[config.mk]
export PLATFORM = sky130hd
export DESIGN_NAME = ahb_lite_slv_sif
export DESIGN_NICKNAME = d
export VERILOG_FILES = /design/src/rtl/ahb_lite_slv_sif.sv
export SDC_FILE = /design/constraint.sdc
export NUM_CORES = 1
export LEC_CHECK = 0
export ABC_AREA = 1
export ABC_CLOCK_PERIOD_IN_PS = 1000
export BUFFER_PORTS_ARGS = -buffer_cell sky130_fd_sc_hd__buf_2
export CORE_AREA = 8 8 100 102
export CTS_CLUSTER_DIAMETER = 60
export DETAILED_ROUTE_END_ITERATION = 8
export DIE_AREA = 0 0 108 110
export PLACE_DENSITY = 0.71
export SYNTH_ARGS = -nofsm -noshare
export SYNTH_HDL_FRONTEND = slang
export SYNTH_SLANG_ARGS = --single-unit
[constraint.sdc]
create_clock -name hclk -period 1 [get_ports hclk]
set_input_delay 0.1 -clock hclk [delete_from_list [all_inputs] [get_ports hclk]]
set_output_delay 0.1 -clock hclk [all_outputs]
set_load 0.05 [all_outputs]
[src/rtl/ahb_lite_slv_sif.sv]
// ---------------------------------------------------------------------------
// ahb_lite_slv_sif
//
// AHB-Lite subordinate that turns single AHB-Lite transfers into a simple
// one-request-at-a-time client handshake for a register block. It selects the
// client-sized lane out of the wide AHB data bus and produces the two-cycle
// AHB ERROR response. The error can come from a bad transfer (oversized or
// misaligned) or from the client's err input.
//
// Parameters
//   AHB_ADDR_WIDTH    : AHB byte address width (10..64)
//   AHB_DATA_WIDTH    : AHB data bus width (32/64/128/256)
//   CLIENT_DATA_WIDTH : client word width (power of two >= 8, <= AHB width)
//
// Ports
//   hclk, hreset_n            : clock, asynchronous active-low reset
//   haddr_i, hsize_i, htrans_i,
//   hwrite_i, hsel_i, hready_i: AHB address-phase inputs
//   hwdata_i                  : AHB write data (data phase)
//   hrdata_o                  : AHB read data, client word in its lane
//   hreadyout_o, hresp_o      : AHB transfer-complete and ERROR response
//   dv, write, addr, wdata    : client request valid, direction, byte
//                               address and write lane
//   hld, err, rdata           : client stall, client error, client read data
// ---------------------------------------------------------------------------
module ahb_lite_slv_sif #(
  parameter int AHB_ADDR_WIDTH    = 32,
  parameter int AHB_DATA_WIDTH    = 64,
  parameter int CLIENT_DATA_WIDTH = 32
) (
  input  logic                         hclk,
  input  logic                         hreset_n,
  input  logic [AHB_ADDR_WIDTH-1:0]    haddr_i,
  input  logic [2:0]                   hsize_i,
  input  logic [1:0]                   htrans_i,
  input  logic                         hwrite_i,
  input  logic [AHB_DATA_WIDTH-1:0]    hwdata_i,
  input  logic                         hsel_i,
  input  logic                         hready_i,
  output logic [AHB_DATA_WIDTH-1:0]    hrdata_o,
  output logic                         hreadyout_o,
  output logic                         hresp_o,
  output logic                         dv,
  input  logic                         hld,
  input  logic                         err,
  output logic                         write,
  output logic [CLIENT_DATA_WIDTH-1:0] wdata,
  output logic [AHB_ADDR_WIDTH-1:0]    addr,
  input  logic [CLIENT_DATA_WIDTH-1:0] rdata
);

  // Byte-address bits that pick a client lane inside the AHB data bus.
  localparam int LSB    = $clog2(CLIENT_DATA_WIDTH / 8);
  localparam int MSB    = $clog2(AHB_DATA_WIDTH / 8) - 1;
  localparam int NLANES = AHB_DATA_WIDTH / CLIENT_DATA_WIDTH;

  typedef enum logic [1:0] {
    OK,
    ERR1,
    ERR2
  } err_state_e;

  logic                      valid_q;
  logic                      perr_q;
  logic                      write_q;
  logic [AHB_ADDR_WIDTH-1:0] addr_q;
  err_state_e                state_q;

  logic       accept;
  logic       perr_d;
  logic [6:0] align_mask;
  logic       err_state;
  logic       client_err;
  logic       err_first;
  int         lane_idx;

  // htrans_i[0] only separates NONSEQ from SEQ, which this block treats alike.
  logic       unused_htrans0;
  assign unused_htrans0 = htrans_i[0];

  assign accept = hsel_i & hready_i & htrans_i[1];

  // A transfer is rejected if it is wider than the client word or if the
  // address is not aligned to its own size. Sizes up to 7 fit in a 7-bit mask.
  assign align_mask = (7'd1 << hsize_i) - 7'd1;
  assign perr_d     = (hsize_i > 3'(LSB)) | (|(haddr_i[6:0] & align_mask));

  assign err_state  = (state_q != OK);
  assign dv         = valid_q & ~perr_q & ~err_state;

  // A client error counts only once the client stops stalling.
  assign client_err = dv & err & ~hld;

  // First ERROR cycle: either a registered protocol error (ERR1) or a client
  // error detected combinationally in this data phase.
  assign err_first   = (state_q == ERR1) | client_err;
  assign hreadyout_o = ~(dv & hld) & ~err_first;
  assign hresp_o     = err_first | (state_q == ERR2);

  assign write = write_q;
  assign addr  = addr_q;

  // Lane index comes from the registered address. When the client word is as
  // wide as the bus there is only one lane and no address bits to decode.
  generate
    if (MSB >= LSB) begin : g_lane
      assign lane_idx = int'(addr_q[MSB:LSB]);
    end else begin : g_single_lane
      assign lane_idx = 0;
    end
  endgenerate

  // Address-phase capture. The bus moves on only when hready_i is high.
  // While a transfer is stalled or in its first ERROR cycle, the captured
  // request is held stable.
  always_ff @(posedge hclk or negedge hreset_n) begin
    if (!hreset_n) begin
      valid_q <= 1'b0;
      perr_q  <= 1'b0;
      write_q <= 1'b0;
      addr_q  <= '0;
    end else if (hready_i) begin
      valid_q <= accept;
      if (accept) begin
        addr_q  <= haddr_i;
        write_q <= hwrite_i;
        perr_q  <= perr_d;
      end
    end
  end

  // Error response sequencer. A protocol error is known at address time, so
  // its data phase starts directly in ERR1. A client error is only seen during
  // the data phase: that cycle is the first ERROR cycle, then ERR2 follows.
  // A new address phase may be accepted during ERR2 because hreadyout_o is
  // high there. A bad new transfer goes straight back to ERR1.
  always_ff @(posedge hclk or negedge hreset_n) begin
    if (!hreset_n) begin
      state_q <= OK;
    end else begin
      case (state_q)
        OK: begin
          if (accept & perr_d)  state_q <= ERR1;
          else if (client_err)  state_q <= ERR2;
        end
        ERR1:    state_q <= ERR2;
        ERR2:    state_q <= (accept & perr_d) ? ERR1 : OK;
        default: state_q <= OK;
      endcase
    end
  end

  // Write lane extraction from the AHB data bus.
  always_comb begin
    wdata = '0;
    for (int i = 0; i < NLANES; i++) begin
      if (lane_idx == i) wdata = hwdata_i[i*CLIENT_DATA_WIDTH +: CLIENT_DATA_WIDTH];
    end
  end

  // Read data: the client word is placed in its lane only during an active
  // read. All other lanes, and all idle cycles, read as zero.
  always_comb begin
    hrdata_o = '0;
    for (int i = 0; i < NLANES; i++) begin
      if (dv && !write_q && lane_idx == i)
        hrdata_o[i*CLIENT_DATA_WIDTH +: CLIENT_DATA_WIDTH] = rdata;
    end
  end

endmodule

Yosys cells after proc, flatten, opt, wreduce, memory -nomap -nowiden
Cells that the tools add are included.
{"block": "classes", "magnitude_cmp": 1, "eq_ne": 3, "n_reduce_logical": 9, "n_addsub": 1, "bitwise_logic": 18, "shifts": 1, "n_mux": 8}
{"operator": "32-bit two-way mux", "count": 4}
{"operator": "32-bit logical NOT", "count": 1}
{"operator": "1-bit AND", "count": 9}
{"operator": "7-bit AND", "count": 1}
{"operator": "7-bit OR reduction", "count": 1}
{"operator": "1-bit by 3-bit left shift with 7-bit output, first input constant", "count": 1}
{"operator": "7-bit by 1-bit subtractor with 7-bit output, second input constant", "count": 1}
{"operator": "2-bit case mux with 3 select lines", "count": 1}
{"operator": "1-bit NOT", "count": 5}
{"operator": "2-bit two-way mux", "count": 2}
{"operator": "3-bit by 2-bit > comparator with 1-bit output, second input constant", "count": 1}
{"operator": "1-bit logical AND", "count": 3}
{"operator": "3-bit inequality test, second input constant", "count": 1}
{"operator": "1-bit bitwise OR", "count": 3}
{"operator": "2-bit by 1-bit equality test with 1-bit output, second input constant", "count": 1}
{"operator": "2-bit equality test, second input constant", "count": 1}
{"operator": "2-bit logical NOT", "count": 1}
{"operator": "2-bit AND reduction", "count": 1}
{"operator": "2-bit nonzero test", "count": 1}
{"operator": "1-bit logical NOT", "count": 1}
{"operator": "1-bit two-way mux", "count": 1}
{"block": "totals", "out_inout_bits": 132, "register_bits": 37, "elab_cells": 46, "inputBits": 140}

Longest topological paths before layout
Gate-level depths: netlist (run 1).
{"block": "depth", "ltp_word": 8, "ltp_mapped": 7, "depth_no_buf": 7}

Worst setup path before layout (run 1)
No wires, ideal clock.
{"block": "synth_timing", "kind": "reg2out", "startpoint": "register state_q[0]", "endpoint": "output port hrdata_o[10]", "stages_incl_launch_ff": 7, "n_path_buf": 1, "required_time_ps": 900, "t_arrival_ps": 1906, "setup_slack_ps": -1006, "path_cell_list": "dfrtp_1 -> nor2_2 -> nand2_2 -> nor2_4 -> nand3_2 -> buf_6 -> nor2_1"}
{"block": "synth_between", "elab_chain_cells": 6}
{"item": "start, declared", "line_no": "67", "text": "err_state_e state_q;"}
{"item": "start signal, assigned", "line_no": "147", "text": "ERR2: state_q <= (accept & perr_d) ? ERR1 : OK;"}
{"item": "2-bit nonzero test", "line_no": "88", "text": "assign err_state = (state_q != OK);"}
{"item": "1-bit NOT", "line_no": "89", "text": "assign dv = valid_q & ~perr_q & ~err_state;"}
{"item": "1-bit AND", "line_no": "89"}
{"item": "named net dv", "line_no": "43", "text": "output logic dv,"}
{"item": "1-bit logical AND (2 in a row)", "line_no": "166", "text": "if (dv && !write_q && lane_idx == i)"}
{"item": "32-bit two-way mux", "line_no": "166"}
{"item": "end, declared", "line_no": "40", "text": "output logic [AHB_DATA_WIDTH-1:0] hrdata_o,"}
The timed path passes the listed nets, and every way through them passes these cells.

Final worst setup path (run 1)
{"block": "layout_timing", "startpoint": "register state_q[1]", "endpoint": "output port hrdata_o[13]"}
{"block": "layout_between", "elab_chain_cells": 6}
{"item": "2-bit nonzero test", "line_no": "88"}
{"item": "1-bit NOT", "line_no": "89"}
{"item": "1-bit AND", "line_no": "89"}
{"item": "1-bit logical AND (2 in a row)", "line_no": "166"}
{"item": "32-bit two-way mux", "line_no": "166"}
Every way passes these cells.

==> run summary, run 1 <==
Worst VDD drop - 1.18 mV
Layout cells sized above 1 - 0.708
Total gr overflow - 0
Area leader, netlist - dfrtp_1
Die Footprint - 11900 µm²
Kind of critical path - flip-flop to output port
DP Cell Count - 769
Worst Path Arrival - 1.66 ns
Largest net degree at the start of global routing - 38
Leakage - 3.58 nW
Largest cells by area after synthesis - dfrtp_1 40%, nand2_1 33%, nor2_1 11%
Crit path time final - 1.76 ns
Clk sinks - 37
Final Hold Viols - 0
PortBufs - 270
Skew-Pair Late Insertion Delay - 0.29 ns
Hold Crit Class - input pin to flip-flop
Rows - 34
Routed length per instance - 21.4 µm
Critical Path Start - state_q[1]
Outcome - complete, but fails checks
Synthesized Nets - 521
Avg Cell Area, Syn - 6.06 µm²
Routed WL - 17400 µm
Hold_sp - haddr_i[24]
Chip Height - 110 µm
Finished Core Util - 0.863
Clk_skew - 0.00590 ns
Clk buf depth - 2
Layout Nets - 844
Post-synth top area share - 0.401
Via count - 3840
Syn-to-layout area delta - 216%
Post-synthesis sequential area ratio - 0.401
Die Wd - 108 µm
Netlist cell types - 17
Worst r2r path cells - 7
Critical Path Start Type - flip-flop
CP required - 0.90 ns
Warnings, synthesis - 0
Vias in the first global route - 4133
Worst r2r src - perr_q
Post-route ant nets - 0
Worst-path maximum fanout - 32
# diodes - 0
CTS buffer count - 5
DRC Markers - 0
Post-route insts no fill - 813
Detailed Routing Iterations Pass 1 - 4
Cell count after synthesis - 381
Pre-CTS setup slack - -0.495 ns
RSZ-0062 raised after global routing - yes
GP Congestion - 0.907
Flops & latches, synth - 37
H-tree Lvls - 2
Initial core utilization - 0.273
Final slew viol count - 0
Worst rel slew slack - 0.835
Worst hold path cell count - 3
Root Buffer - clkbuf_8
Smallest hold slack - 0.0103 ns
All-Layer GR Usage - 0.255
First DRT Iteration DRCs - 224
First-pass GRT wire length - 23500 µm
Power after layout - 10.4 mW
CTS clk-pin slew, worst paths - 0.08 ns
Reg2reg setup slack - -0.09 ns
Initial antenna violation count - 2
Core area - 8470 µm²
Worst-margin pin slew - 0.248 ns
CTS tree - built
Max cap viols - 0
Vias/cell - 4.72
Final setup violating endpoints - 103
Post-route setup slack - -0.756 ns
Failing checks - setup timing
Cell Area, Synth - 2310 µm²
DP HPWL - 10100 µm
Max Fclk - 570 MHz
Crit end category - output port
I/O Pins - 272
Power per cell area - 1430 nW/µm²
Final worst-path cycle share - 1.76
==> layout by cell type, fill, tap and decap left out, drive strengths merged <==
master / netlist / layout
o21ai: 4 / 4
clkbuf: 5 / 6
nor2: 69 / 69
nand2: 203 / 203
dlygate4sd3: 0 / 17
clkinv: 1 / 3
bufinv: 0 / 1
inv: 42 / 42
a21oi: 1 / 1
dfrtp: 37 / 37
nand3: 4 / 4
nand4: 1 / 1
buf: 14 / 317
==> sequential cells by signal (all words and copies together), names as in the netlist <==
name,flops
state_q,2
write,1
addr,32
perr_q,1
valid_q,1
==> stage by stage <==
| step | instance area [µm²] | setup TNS, ns |
|---|---|---|
| 2_1_floorplan | 3630 | -61.38 |
| 3_3_place_gp | 5240 | -37.06 |
| 3_5_place_dp | 5240 | -38.98 |
| 4_1_cts | 6990 | -62.75 |
| 5_1_grt | 7300 | -72.62 |
| 6_report | 7300 | -64.86 |
==> worst max-delay path, cell delays in order (launching register included) <==
cell	delay (ns)
dfrtp_1	0.39
nor2_2	0.14
nand2_2	0.07
nor2_4	0.11
nand3_2	0.10
buf_12	0.20
nor2_2	0.16
buf_6	0.18
==> cell usage after synthesis, drive strengths merged <==
cell / instances
buf: 14
a21oi: 1
o21ai: 4
nand3: 4
nand4: 1
dfrtp: 37
nor2: 69
inv: 42
clkinv: 1
clkbuf: 5
nand2: 203
==> routing by layer <==
| layer | GRT usage | routed length (µm) | up-vias | part of all wire |
|---|---|---|---|---|
| li1 | - | - | 1750 | - |
| met1 | 0.278 | 5790 | 1808 | 0.33 |
| met2 | 0.464 | 9380 | 236 | 0.54 |
| met3 | 0.0826 | 1730 | 42 | 0.099 |
| met4 | 0.0644 | 481 | 4 | 0.028 |
| met5 | 0 | 26 | - | 0.0015 |
==> cell type report <==
cell class                      instances  area [µm²]
Timing Repair Buffer                  334        3200
Multi-Input combinational cell        282        2740
Fill cell                             396        1160
Sequential cell                        37         928
Inverter                               43         174
Tap cell                              108         135
Clock buffer                            6        72.6
Clock inverter                          2        38.8
Timing Repair inverter                  1        16.3
==> report_power, final <==
part / total [mW] / switching [mW] / internal, mW
registers: 1.92 / 0.194 / 1.73
clock network: 1.33 / 0.584 / 0.750
logic: 7.18 / 4.22 / 2.96
==> final timing paths <==
check                               end
setup / recovery           hrdata_o[13]
hold / removal                 addr[24]
setup reg to reg             state_q[1]
hold reg to reg                 addr[5]
max in group asynchronous         write
min in group asynchronous      addr[31]
==> logic make-up after synthesis <==
logic type / count (synthesis) / share of synthesized area
AND/OR/NAND/NOR: 277 / 0.463
flip-flops: 37 / 0.401
AO/OA/AOI/OAI: 5 / 0.0108
buffers and inverters: 62 / 0.125
==> what timing repair did <==
| item | CTS | global route |
|---|---|---|
| hold endpoints to repair | 53 | 0 |
| cloned | 2 | 0 |
| setup endpoints to repair | 133 | 127 |
| pin swaps | 8 | 47 |
| buffers inserted | 15 | 8 |
| resized for setup | 341 | 66 |
| hold buffers | 17 | 0 |
Power figures use the tool's default switching activity.
==> run 2, diff against run 1 <==
--- a/config.mk
+++ b/config.mk
@@ -8,11 +8,13 @@
 export ABC_AREA = 1
 export ABC_CLOCK_PERIOD_IN_PS = 1000
 export BUFFER_PORTS_ARGS = -buffer_cell sky130_fd_sc_hd__buf_2
-export CORE_AREA = 8 8 100 102
+export CELL_PAD_IN_SITES_DETAIL_PLACEMENT = 1
+export CELL_PAD_IN_SITES_GLOBAL_PLACEMENT = 1
+export CORE_MARGIN = 8
+export CORE_UTILIZATION = 18
 export CTS_CLUSTER_DIAMETER = 60
 export DETAILED_ROUTE_END_ITERATION = 8
-export DIE_AREA = 0 0 108 110
-export PLACE_DENSITY = 0.71
+export PLACE_DENSITY_LB_ADDON = 0.1
 export SYNTH_ARGS = -nofsm -noshare
 export SYNTH_HDL_FRONTEND = slang
 export SYNTH_SLANG_ARGS = --single-unit
==> run summary, run 2 (same netlist as run 1, synthesis figures left out) <==
Vias in the first global route - 4318
Total gr overflow - 0
First-pass GRT wire length - 25300 µm
First DRT Iteration DRCs - 69
Worst-path maximum fanout - 32
Routed WL - 19000 µm
TNS Setup - -67.07 ns
Final setup violating endpoints - 103
Crit end category - output port
Post-route ant nets - 0
Outcome - complete, but fails checks
Final Hold Viols - 0
Worst VDD drop - 1.07 mV
Detailed Routing Iterations Pass 1 - 4
Fillers - 1349
Post-route setup slack - -0.780 ns
Skew-Pair Late Insertion Delay - 0.28 ns
Post-route insts no fill - 881
Syn-to-layout area delta - 229%
H-tree Lvls - 2
Most frequent cells in the layout - 138 x buf_2, 104 x nand2_1, 88 x nand2_8, 77 x buf_6, 62 x nor2_2
Max FFs per register - 32
RR Endpoint - state_q[1]
Hold Crit Class - input pin to flip-flop
Largest net degree at the start of global routing - 38
DRC Markers - 0
Worst r2r path cells - 8
Final slew viol count - 0
DP HPWL - 11100 µm
Worst-margin pin slew - 0.243 ns
Die Footprint - 16700 µm²
I/O Pins - 272
Smallest hold slack - 0.0169 ns
Power after layout - 11.1 mW
DP Cell Count - 828
Kind of critical path - flip-flop to output port
GP Congestion - 0.839
Max cap viols - 0
Worst hold path cell count - 3
Clk_skew - 0.000632 ns
CTS buffer count - 5
Hold_sp - haddr_i[22]
Critical Path Start Type - flip-flop
Worst hold endpoint - addr[22]
Rows - 41
Core area - 12600 µm²
Via count - 3730
CTS tree - built
All-Layer GR Usage - 0.195
RSZ-0062 raised after global routing - yes
Root Buffer - clkbuf_16
Failing checks - setup timing
Crit path time final - 1.78 ns
Max Fclk - 562 MHz
Initial antenna violation count - 5
Worst rel slew slack - 0.838
Power per cell area - 1460 nW/µm²
Layout Nets - 844
Leakage - 3.65 nW
CP required - 0.90 ns
Worst r2r src - state_q[1]
Final worst-path cycle share - 1.78
Reg2reg setup slack - -0.18 ns
Clk buf depth - 2
Vias/cell - 4.23
Routed length per instance - 21.5 µm
CTS clk-pin slew, worst paths - 0.06 ns
Chip Height - 129 µm
Worst Path Arrival - 1.68 ns
Initial core utilization - 0.184
Die Wd - 129 µm
Most common cell after layout, fill and taps aside - buf_2
Clk sinks - 37
PortBufs - 270
Layout cells sized above 1 - 0.732
Pre-CTS setup slack - -0.545 ns
==> run 2: cell count changes in the layout (fill, tap and decap cells not counted), sizes merged <==
cell         change
clkinv           +1
buf              +8
dlygate4sd3     -16
clkbuf           +8
diode            +4
bufinv           -1
==> run 2: worst max path at each step <==
stage,from,endpoint,slack [ns],depth (start not counted)
final,state_q[1],hrdata_o[57],-0.78,7
after global routing,state_q[1],hrdata_o[57],-0.88,7
after CTS,state_q[1],hrdata_o[63],-0.74,7
after detailed placement,state_q[1],hrdata_o[33],-0.54,7
after global placement,state_q[1],hrdata_o[33],-0.50,7
after floorplan,state_q[0],hrdata_o[10],-0.82,6
==> run 2: final cells by class <==
class                           count  area (µm²)  area share
Timing Repair inverter              1        16.3     0.00214
Multi-Input combinational cell    282        2780       0.366
Tap cell                          172         215      0.0283
Inverter                           43         188      0.0247
Timing Repair Buffer              334        3320       0.437
Sequential cell                    37         928       0.122
Clock inverter                      2        10.0     0.00132
Antenna cell                        4        10.0     0.00132
Clock buffer                        6         129      0.0170
==> run 2: layer usage <==
layer,track usage,wire (µm)
met2,0.369,10200
met1,0.207,6670
met5,0,12
met4,0.0373,464
met3,0.0608,1570
==> run 2: timing repair <==
item	in CTS	in global routing
gates cloned	7	0
hold endpoints to repair	37	0
setup endpoints to repair	123	116
buffers inserted	32	11
pin swaps	7	26
hold buffers	1	0
gates resized for setup	342	58
==> run 2: through the flow <==
stage / cell area [µm²] / utilization
final: 7590 / 0.604
after global routing: 7590 / 0.604
after CTS: 7330 / 0.583
after detailed placement: 5260 / 0.419
after global placement: 5260 / 0.419
after floorplan: 3630 / -
==> run 2: power by group <==
part | internal [mW] | switching [mW]
sequential | 1.73 | 0.165
combinational | 3.28 | 4.39
clock | 0.915 | 0.599
total | 5.92 | 5.16
==> run 2: worst max-delay path: stages (launching register included) <==
cell	delay, ns
dfrtp_1	0.39
nor2_2	0.14
nand2_2	0.08
nor2_4	0.12
nand3_2	0.10
buf_12	0.21
nor2_2	0.17
buf_6	0.20
